==> config.mk <==
export PLATFORM = sky130hd
export DESIGN_NAME = muldiv_unit
export DESIGN_NICKNAME = d
export VERILOG_FILES = /design/src/rtl/muldiv_pkg.sv /design/src/rtl/muldiv_unit_step.sv /design/src/rtl/muldiv_unit.sv
export SDC_FILE = /design/constraint.sdc
export NUM_CORES = 1
export LEC_CHECK = 0
export CAP_MARGIN = 20
export CORE_UTILIZATION = 60
export DETAILED_ROUTE_END_ITERATION = 12
export PLACE_DENSITY_LB_ADDON = 0.2
export SLEW_MARGIN = 5
export SYNTH_ARGS = -nofsm -noshare
export SYNTH_HDL_FRONTEND = slang
export SYNTH_SLANG_ARGS = --single-unit
==> constraint.sdc <==
create_clock -name clk -period 11.45 [get_ports clk]
set_clock_uncertainty 0.15 [all_clocks]
set_input_delay 1.145 -clock clk [delete_from_list [all_inputs] [get_ports clk]]
set_output_delay 1.145 -clock clk [all_outputs]
set_load 0.02 [all_outputs]
==> src/rtl/muldiv_pkg.sv <==
// Shared operation codes and FSM state encoding for the iterative multiply/divide unit.
package muldiv_pkg;

    typedef enum logic [2:0] {
        MD_MULT  = 3'd0,
        MD_MULTU = 3'd1,
        MD_DIV   = 3'd2,
        MD_DIVU  = 3'd3,
        MD_MTHI  = 3'd4,
        MD_MTLO  = 3'd5
    } md_op_e;

    typedef enum logic [1:0] {
        MDS_IDLE = 2'd0,
        MDS_RUN  = 2'd1,
        MDS_FIX  = 2'd2
    } mds_state_e;

endpackage

==> src/rtl/muldiv_unit_step.sv <==
// One radix-2 iteration on the {acc,q} pair: shift-add multiply or restoring divide.
module muldiv_step #(
    parameter int WIDTH = 32
) (
    input  logic             is_div,
    input  logic [WIDTH-1:0] acc_in,
    input  logic [WIDTH-1:0] q_in,
    input  logic [WIDTH-1:0] b,
    output logic [WIDTH-1:0] acc_out,
    output logic [WIDTH-1:0] q_out
);

    logic [WIDTH:0] sum;
    logic [WIDTH:0] rem_sh;
    logic [WIDTH:0] diff;

    // NOTE: every output of a combinational block is assigned on every path, otherwise a latch is inferred.
    always_comb begin
        sum    = {1'b0, acc_in} + {1'b0, b};
        rem_sh = {acc_in, q_in[WIDTH-1]};
        diff   = rem_sh - {1'b0, b};
        if (is_div) begin
            // A clear sign bit means the trial subtraction fits: keep it and shift in a quotient 1.
            if (!diff[WIDTH]) begin
                acc_out = diff[WIDTH-1:0];
                q_out   = {q_in[WIDTH-2:0], 1'b1};
            end else begin
                acc_out = rem_sh[WIDTH-1:0];
                q_out   = {q_in[WIDTH-2:0], 1'b0};
            end
        end else if (q_in[0]) begin
            {acc_out, q_out} = {sum, q_in[WIDTH-1:1]};
        end else begin
            {acc_out, q_out} = {1'b0, acc_in, q_in[WIDTH-1:1]};
        end
    end

endmodule

==> src/rtl/muldiv_unit.sv <==
// Iterative MULT/MULTU/DIV/DIVU unit with HI/LO registers and MTHI/MTLO writes.
// Define MULDIV_FAST_MULT_EN for single-cycle combinational MULT/MULTU.
module muldiv_unit
    import muldiv_pkg::*;
#(
    parameter int WIDTH = 32
) (
    input  logic             clk,
    input  logic             reset,
    input  logic             start,
    input  logic [2:0]       op,
    input  logic [WIDTH-1:0] rs_val,
    input  logic [WIDTH-1:0] rt_val,
    input  logic             flush,
    output logic             busy,
    output logic             done,
    output logic [WIDTH-1:0] hi,
    output logic [WIDTH-1:0] lo
);

    localparam int CW = $clog2(WIDTH);

    mds_state_e       state_q, state_d;
    logic [CW-1:0]    cnt_q, cnt_d;
    logic [WIDTH-1:0] acc_q, acc_d, q_q, q_d, b_q, b_d, a_raw_q, a_raw_d;
    logic [WIDTH-1:0] hi_q, hi_d, lo_q, lo_d;
    logic             is_div_q, is_div_d, neg_main_q, neg_main_d, neg_rem_q, neg_rem_d;
    logic             div0_q, div0_d, done_q, done_d;

    logic             op_signed, op_is_div, a_neg, b_neg;
    logic [WIDTH-1:0] a_abs, b_abs, step_acc, step_q, quo, rem;
    logic [2*WIDTH-1:0] prod_mag, prod;

    assign op_signed = (op == MD_MULT) || (op == MD_DIV);
    assign op_is_div = (op == MD_DIV)  || (op == MD_DIVU);
    assign a_neg     = op_signed & rs_val[WIDTH-1];
    assign b_neg     = op_signed & rt_val[WIDTH-1];
    assign a_abs     = a_neg ? -rs_val : rs_val;
    assign b_abs     = b_neg ? -rt_val : rt_val;

    // Sign fixup of the finished magnitudes; MIN/-1 wraps back to MIN naturally.
    assign prod_mag = {acc_q, q_q};
    assign prod     = neg_main_q ? -prod_mag : prod_mag;
    assign quo      = neg_main_q ? -q_q : q_q;
    assign rem      = neg_rem_q ? -acc_q : acc_q;

`ifdef MULDIV_FAST_MULT_EN
    logic [2*WIDTH-1:0] fast_mag, fast_prod;
    assign fast_mag  = {{WIDTH{1'b0}}, a_abs} * {{WIDTH{1'b0}}, b_abs};
    assign fast_prod = (a_neg ^ b_neg) ? -fast_mag : fast_mag;
`endif

    muldiv_step #(.WIDTH(WIDTH)) u_step (
        .is_div  (is_div_q),
        .acc_in  (acc_q),
        .q_in    (q_q),
        .b       (b_q),
        .acc_out (step_acc),
        .q_out   (step_q)
    );

    always_comb begin
        state_d    = state_q;
        cnt_d      = cnt_q;
        acc_d      = acc_q;
        q_d        = q_q;
        b_d        = b_q;
        a_raw_d    = a_raw_q;
        is_div_d   = is_div_q;
        neg_main_d = neg_main_q;
        neg_rem_d  = neg_rem_q;
        div0_d     = div0_q;
        hi_d       = hi_q;
        lo_d       = lo_q;
        done_d     = 1'b0;

        unique case (state_q)
            MDS_IDLE: begin
                if (start) begin
                    case (op)
                        MD_MULT, MD_MULTU, MD_DIV, MD_DIVU: begin
                            // Divide iterates on the dividend; multiply iterates on the multiplier.
                            is_div_d   = op_is_div;
                            neg_main_d = a_neg ^ b_neg;
                            neg_rem_d  = a_neg;
                            div0_d     = op_is_div && (rt_val == '0);
                            a_raw_d    = rs_val;
                            acc_d      = '0;
                            q_d        = op_is_div ? a_abs : b_abs;
                            b_d        = op_is_div ? b_abs : a_abs;
                            cnt_d      = CW'(WIDTH - 1);
                            state_d    = MDS_RUN;
`ifdef MULDIV_FAST_MULT_EN
                            if (!op_is_div) begin
                                {hi_d, lo_d} = fast_prod;
                                done_d       = 1'b1;
                                state_d      = MDS_IDLE;
                            end
`endif
                        end
                        MD_MTHI: hi_d = rs_val;
                        MD_MTLO: lo_d = rs_val;
                        default: ;
                    endcase
                end
            end
            MDS_RUN: begin
                acc_d = step_acc;
                q_d   = step_q;
                cnt_d = cnt_q - CW'(1);
                if (cnt_q == '0) begin
                    state_d = MDS_FIX;
                end
            end
            MDS_FIX: begin
                if (!is_div_q) begin
                    {hi_d, lo_d} = prod;
                end else if (div0_q) begin
                    hi_d = a_raw_q;
                    lo_d = '1;
                end else begin
                    hi_d = rem;
                    lo_d = quo;
                end
                done_d  = 1'b1;
                state_d = MDS_IDLE;
            end
            default: state_d = MDS_IDLE;
        endcase

        // A kill overrides everything above, including a start in the same cycle.
        if (flush) begin
            state_d = MDS_IDLE;
            hi_d    = hi_q;
            lo_d    = lo_q;
            done_d  = 1'b0;
        end
    end

    // NOTE: sequential state uses non-blocking assignments so every flop samples the pre-edge values.
    always_ff @(posedge clk or posedge reset) begin
        if (reset) begin
            state_q    <= MDS_IDLE;
            cnt_q      <= '0;
            acc_q      <= '0;
            q_q        <= '0;
            b_q        <= '0;
            a_raw_q    <= '0;
            is_div_q   <= 1'b0;
            neg_main_q <= 1'b0;
            neg_rem_q  <= 1'b0;
            div0_q     <= 1'b0;
            hi_q       <= '0;
            lo_q       <= '0;
            done_q     <= 1'b0;
        end else begin
            state_q    <= state_d;
            cnt_q      <= cnt_d;
            acc_q      <= acc_d;
            q_q        <= q_d;
            b_q        <= b_d;
            a_raw_q    <= a_raw_d;
            is_div_q   <= is_div_d;
            neg_main_q <= neg_main_d;
            neg_rem_q  <= neg_rem_d;
            div0_q     <= div0_d;
            hi_q       <= hi_d;
            lo_q       <= lo_d;
            done_q     <= done_d;
        end
    end

    assign busy = (state_q != MDS_IDLE);
    assign done = done_q;
    assign hi   = hi_q;
    assign lo   = lo_q;

endmodule

==> results.txt <==
----------------------------------------------------
[Setup path]
  Data arrival time of the critical path ... 4.95 ns
  Number of cells on the worst reg-to-reg path ... 13
  Kind of capture point of the worst setup path ... flop
  R2r endpoint ... acc_q[24]
  WP data required ... 11.74 ns
  R2R setup slack ... 6.79 ns
  Startpoint of the lowest-slack register-to-register path ... q_q[31]
  Worst-path maximum fanout ... 36
  Critical path start-end classification ... flop to flop
  Crit start category ... flop

[Clock tree]
  Number of CTS-inserted buffers ... 25
  Number of gates given a new drive strength after cts ... 0
  Root buffer cell ... sky130_fd_sc_hd__clkbuf_16
  Clk buf depth ... 3
  Worst-path clk slew ... 0.07 ns
  Clock sink count ... 204
  Total setup buffers inserted after CTS ... 0
  Skew-Pair Late Insertion Delay ... 0.57 ns
  # H-tree levels ... 1
  Number of buffers added to fix hold violations after cts ... 0
  Clock tree from TritonCTS ... built

[Yosys]
  Post-synth ARST share ... 100%
  Synth top area share ... 29.6%
  Count of mapped cells out of synthesis ... 2,245
  Number of nets produced by synthesis ... 2,388
  Post-synth top area cell ... sky130_fd_sc_hd__dfrtp_1
  Sequential fraction of the synthesis area ... 29.6%
  Primary FF master, synth ... sky130_fd_sc_hd__dfrtp_1
  Synth top area cells ... sky130_fd_sc_hd__dfrtp_1 (30%), sky130_fd_sc_hd__nand2_1 (7.7%), sky130_fd_sc_hd__o21ai_0 (6.0%), sky130_fd_sc_hd__xnor2_1 (5.9%), sky130_fd_sc_hd__a21oi_1 (5.6%)
  Number of library cell types mapped by synthesis ... 80
  Mapped cell area ... 17,200 µm²
  Register bit count reported by yosys ... 204
  Mean cell area of the mapped netlist ... 7.68 µm²
  Number of enable flip-flop cells after synthesis ... 0
  Yosys Warn Count ... 0

[Pwr]
  IR drop worst, VDD ... 0.000215 V
  Power Density ... 240 nW/µm²
  Leakage Power ... 0.00819 µW

[STA]
  Slew of the pin with the lowest slew margin ... 1.13 ns
  Final Max Slew Viols ... 0
  Worst setup slack after layout ... 6.79 ns
  Number of setup violations in the final report ... 0
  Total Neg Setup Slack ... 0 ns
  Slew Limit Headroom ... 24.4%
  Post-layout min period ... 4.66 ns
  Number of hold violations in the final report ... 0
  RSZ-0062 raised after global routing ... false
  Tcrit/Tclk final ... 40.7%
  Max Fclk ... 0.215 GHz

[Floorplanning]
  Die area ... 29,400 µm²
  Total I/O pin count ... 137
  Die span in y ... 171 µm
  Total number of placement rows ... 61
  Core box area ... 28,000 µm²
  Initial standard-cell utilization of the core ... 61.5%
  Die extent in x ... 171 µm

[Global route]
  Via count of the first global-routing pass ... 17,000
  Residual overflow from global routing ... 0
  Initial antenna violation count ... 3
  Wire length of the first global-routing pass ... 101 mm
  Total GRT Usage ... 45.3%
  Maximum number of pins on one net before global-route repair ... 90

[Routing]
  Number of nets with antenna violations after routing ... 0
  Via Count ... 18,500
  DRC marker count from the first detailed-route iteration ... 2,528
  Total length of routed met3 wires ... 8.56 mm
  WL per Instance ... 25.0 µm
  Final Routed Wirelength ... 66.7 mm
  Routed metal-1 wirelength ... 24.8 mm
  Average vias per placed instance ... 6.94
  Max Used Layer ... met5
  WL met2 ... 29.1 mm
  Post-route DRC violation count ... 0
  Number of iterations in the first detailed-routing pass ... 8

[Final layout]
  Area growth from synthesis to layout ... 14.1%
  Ratio of cells with drive above 1 in the final layout ... 5.93%
  Final layout net count ... 2,418

[Placement]
  Dpl hpwl ... 47.6 mm
  PortBufs ... 136
  Placer Congestion ... 1.01
  Minimum setup slack after placement ... 6.60 ns

[Hold path]
  Origin of the worst min-delay path ... a_raw_q[21]
  Hold-critical path depth ... 2
  Hold-critical path endpoint ... a_raw_q[21]
  Hold/Removal Path Class ... flop to flop

[Status]
  Outcome ... completed

[Run]
  Count of maximum capacitance violations ... 0

----------------------------------------------------
-- state kept, by name, summed over array words and instances (netlist names) --
| register | count |
|---|---|
| a_raw_q | 32 |
| acc_q | 32 |
| b_q | 32 |
| hi | 32 |
| lo | 32 |
| q_q | 32 |
| cnt_q | 5 |
| state_q | 2 |
| div0_q | 1 |
| done | 1 |
| is_div_q | 1 |
| neg_main_q | 1 |
| neg_rem_q | 1 |
-- layout by cell type (no fill, tap or decap), types with 8 or more instances in the layout --
| master | n |
|---|---|
| sky130_fd_sc_hd__o21ai_1 | 24 |
| sky130_fd_sc_hd__nand2b_1 | 19 |
| sky130_fd_sc_hd__nand4_1 | 10 |
| sky130_fd_sc_hd__clkbuf_16 | 25 |
| sky130_fd_sc_hd__nor3_1 | 42 |
| sky130_fd_sc_hd__inv_1 | 67 |
| sky130_fd_sc_hd__o41ai_1 | 14 |
| sky130_fd_sc_hd__a31oi_1 | 25 |
| sky130_fd_sc_hd__buf_4 | 24 |
| sky130_fd_sc_hd__ha_1 | 70 |
| sky130_fd_sc_hd__a22oi_1 | 10 |
| sky130_fd_sc_hd__mux2i_1 | 54 |
| sky130_fd_sc_hd__o221ai_1 | 19 |
| sky130_fd_sc_hd__or2_2 | 8 |
| sky130_fd_sc_hd__o21a_1 | 16 |
| sky130_fd_sc_hd__and3_1 | 19 |
| sky130_fd_sc_hd__or3_1 | 26 |
| sky130_fd_sc_hd__nand3_1 | 40 |
| sky130_fd_sc_hd__nor4_1 | 18 |
| sky130_fd_sc_hd__o31ai_1 | 36 |
| sky130_fd_sc_hd__mux2_2 | 22 |
| sky130_fd_sc_hd__xnor2_1 | 116 |
| sky130_fd_sc_hd__o21bai_1 | 10 |
| sky130_fd_sc_hd__o22ai_1 | 43 |
| sky130_fd_sc_hd__a21o_1 | 27 |
| sky130_fd_sc_hd__a211oi_1 | 20 |
| sky130_fd_sc_hd__or4_1 | 13 |
| sky130_fd_sc_hd__nor2b_1 | 15 |
| sky130_fd_sc_hd__o21ai_0 | 207 |
| sky130_fd_sc_hd__a21oi_1 | 193 |
| sky130_fd_sc_hd__dfrtp_1 | 203 |
| sky130_fd_sc_hd__nor2_1 | 142 |
| sky130_fd_sc_hd__o211ai_1 | 37 |
| sky130_fd_sc_hd__clkdlybuf4s50_1 | 135 |
| sky130_fd_sc_hd__xor2_1 | 54 |
| sky130_fd_sc_hd__nand2_1 | 351 |
-- cell type report --
cell class,instances,area [µm²]
repair buffers,164,1620
fillers,2359,8340
inverters,70,270
well taps,378,473
clock buffers,29,651
clock inverters,17,241
diodes,2,5.00
flip-flops and latches,204,5110
multi-input cells,1810,11300
-- power breakdown --
group          internal (µW)  switching, µW  total (µW)  leakage (µW)
Combinational           1040           1530        2570       0.00523
Sequential               917            344        1260       0.00252
Clock                    525            354         879      0.000436
-- per-layer routing --
| layer | GRT usage (%) | up-vias |
|---|---|---|
| li1 | - | 8145 |
| met1 | 58.3 | 8765 |
| met2 | 68.7 | 1302 |
| met3 | 12.7 | 332 |
| met4 | 24.7 | 4 |
| met5 | 0 | - |
-- stage by stage --
stage	util [%]	hold slack, ns	total power (µW)	std cells	cell area [µm²]
5_1_grt	70.2	0.340	4960	2672	19700
4_1_cts	70.0	0.321	4620	2670	19600
3_3_place_gp	66.7	0.300	3690	2622	18700
6_report	70.2	0.321	4710	2674	19700
3_5_place_dp	66.8	0.305	3740	2624	18700
2_1_floorplan	-	0.287	2960	2245	17200
-- critical path, stage by stage (launching register included) --
cell and delay (ns):
sky130_fd_sc_hd__dfrtp_1 0.45, sky130_fd_sc_hd__inv_1 0.16, sky130_fd_sc_hd__ha_1 0.22, sky130_fd_sc_hd__fa_1 0.21
sky130_fd_sc_hd__nand2b_1 0.17, sky130_fd_sc_hd__a21oi_1 0.13, sky130_fd_sc_hd__o21ai_0 0.47, sky130_fd_sc_hd__a21oi_1 0.18
sky130_fd_sc_hd__a2111oi_0 0.70, sky130_fd_sc_hd__xnor2_2 0.34, sky130_fd_sc_hd__buf_4 0.53, sky130_fd_sc_hd__mux2_2 0.39
sky130_fd_sc_hd__a222oi_1 0.29, sky130_fd_sc_hd__o21ai_0 0.13
-- synth_stat cells (18+ instances only) --
master                     count
sky130_fd_sc_hd__nand2_1     352
sky130_fd_sc_hd__o21ai_0     207
sky130_fd_sc_hd__dfrtp_1     204
sky130_fd_sc_hd__a21oi_1     193
sky130_fd_sc_hd__nor2_1      144
sky130_fd_sc_hd__clkbuf_1    137
sky130_fd_sc_hd__xnor2_1     117
sky130_fd_sc_hd__ha_1         70
sky130_fd_sc_hd__inv_1        68
sky130_fd_sc_hd__mux2i_1      54
sky130_fd_sc_hd__xor2_1       54
sky130_fd_sc_hd__o22ai_1      43
sky130_fd_sc_hd__nor3_1       42
sky130_fd_sc_hd__nand3_1      40
sky130_fd_sc_hd__o211ai_1     37
sky130_fd_sc_hd__o31ai_1      36
sky130_fd_sc_hd__a21o_1       27
sky130_fd_sc_hd__o21ai_1      26
sky130_fd_sc_hd__or3_1        26
sky130_fd_sc_hd__a31oi_1      25
sky130_fd_sc_hd__mux2_2       22
sky130_fd_sc_hd__a211oi_1     20
sky130_fd_sc_hd__and3_1       19
sky130_fd_sc_hd__nand2b_1     19
sky130_fd_sc_hd__o221ai_1     19
sky130_fd_sc_hd__buf_1        18
sky130_fd_sc_hd__nor2b_1      18
sky130_fd_sc_hd__nor4_1       18
-- kinds of logic after synthesis --
family	Yosys count	share of synthesized area (%)
AO/OA/AOI/OAI	750	27.0
XOR/XNOR	171	8.69
multiplexers	76	4.57
flip-flops	204	29.6
adder cells (fa/ha/maj)	72	5.32
buffers and inverters	231	5.11
AND/OR/NAND/NOR	741	19.7
-- worst max-delay path by stage --
stage,startpoint,endpoint,slack [ns],cells after the start
after floorplan,reset,a_raw_q[0],4.59,1
after global placement,rs_val[8],b_q[31],6.61,10
after detailed placement,rs_val[8],b_q[31],6.60,10
after CTS,acc_q[18],acc_q[24],6.84,11
after global routing,acc_q[18],acc_q[24],6.48,11
final,q_q[31],acc_q[24],6.79,13
Note: power is estimated with default switching activity, not from simulation.
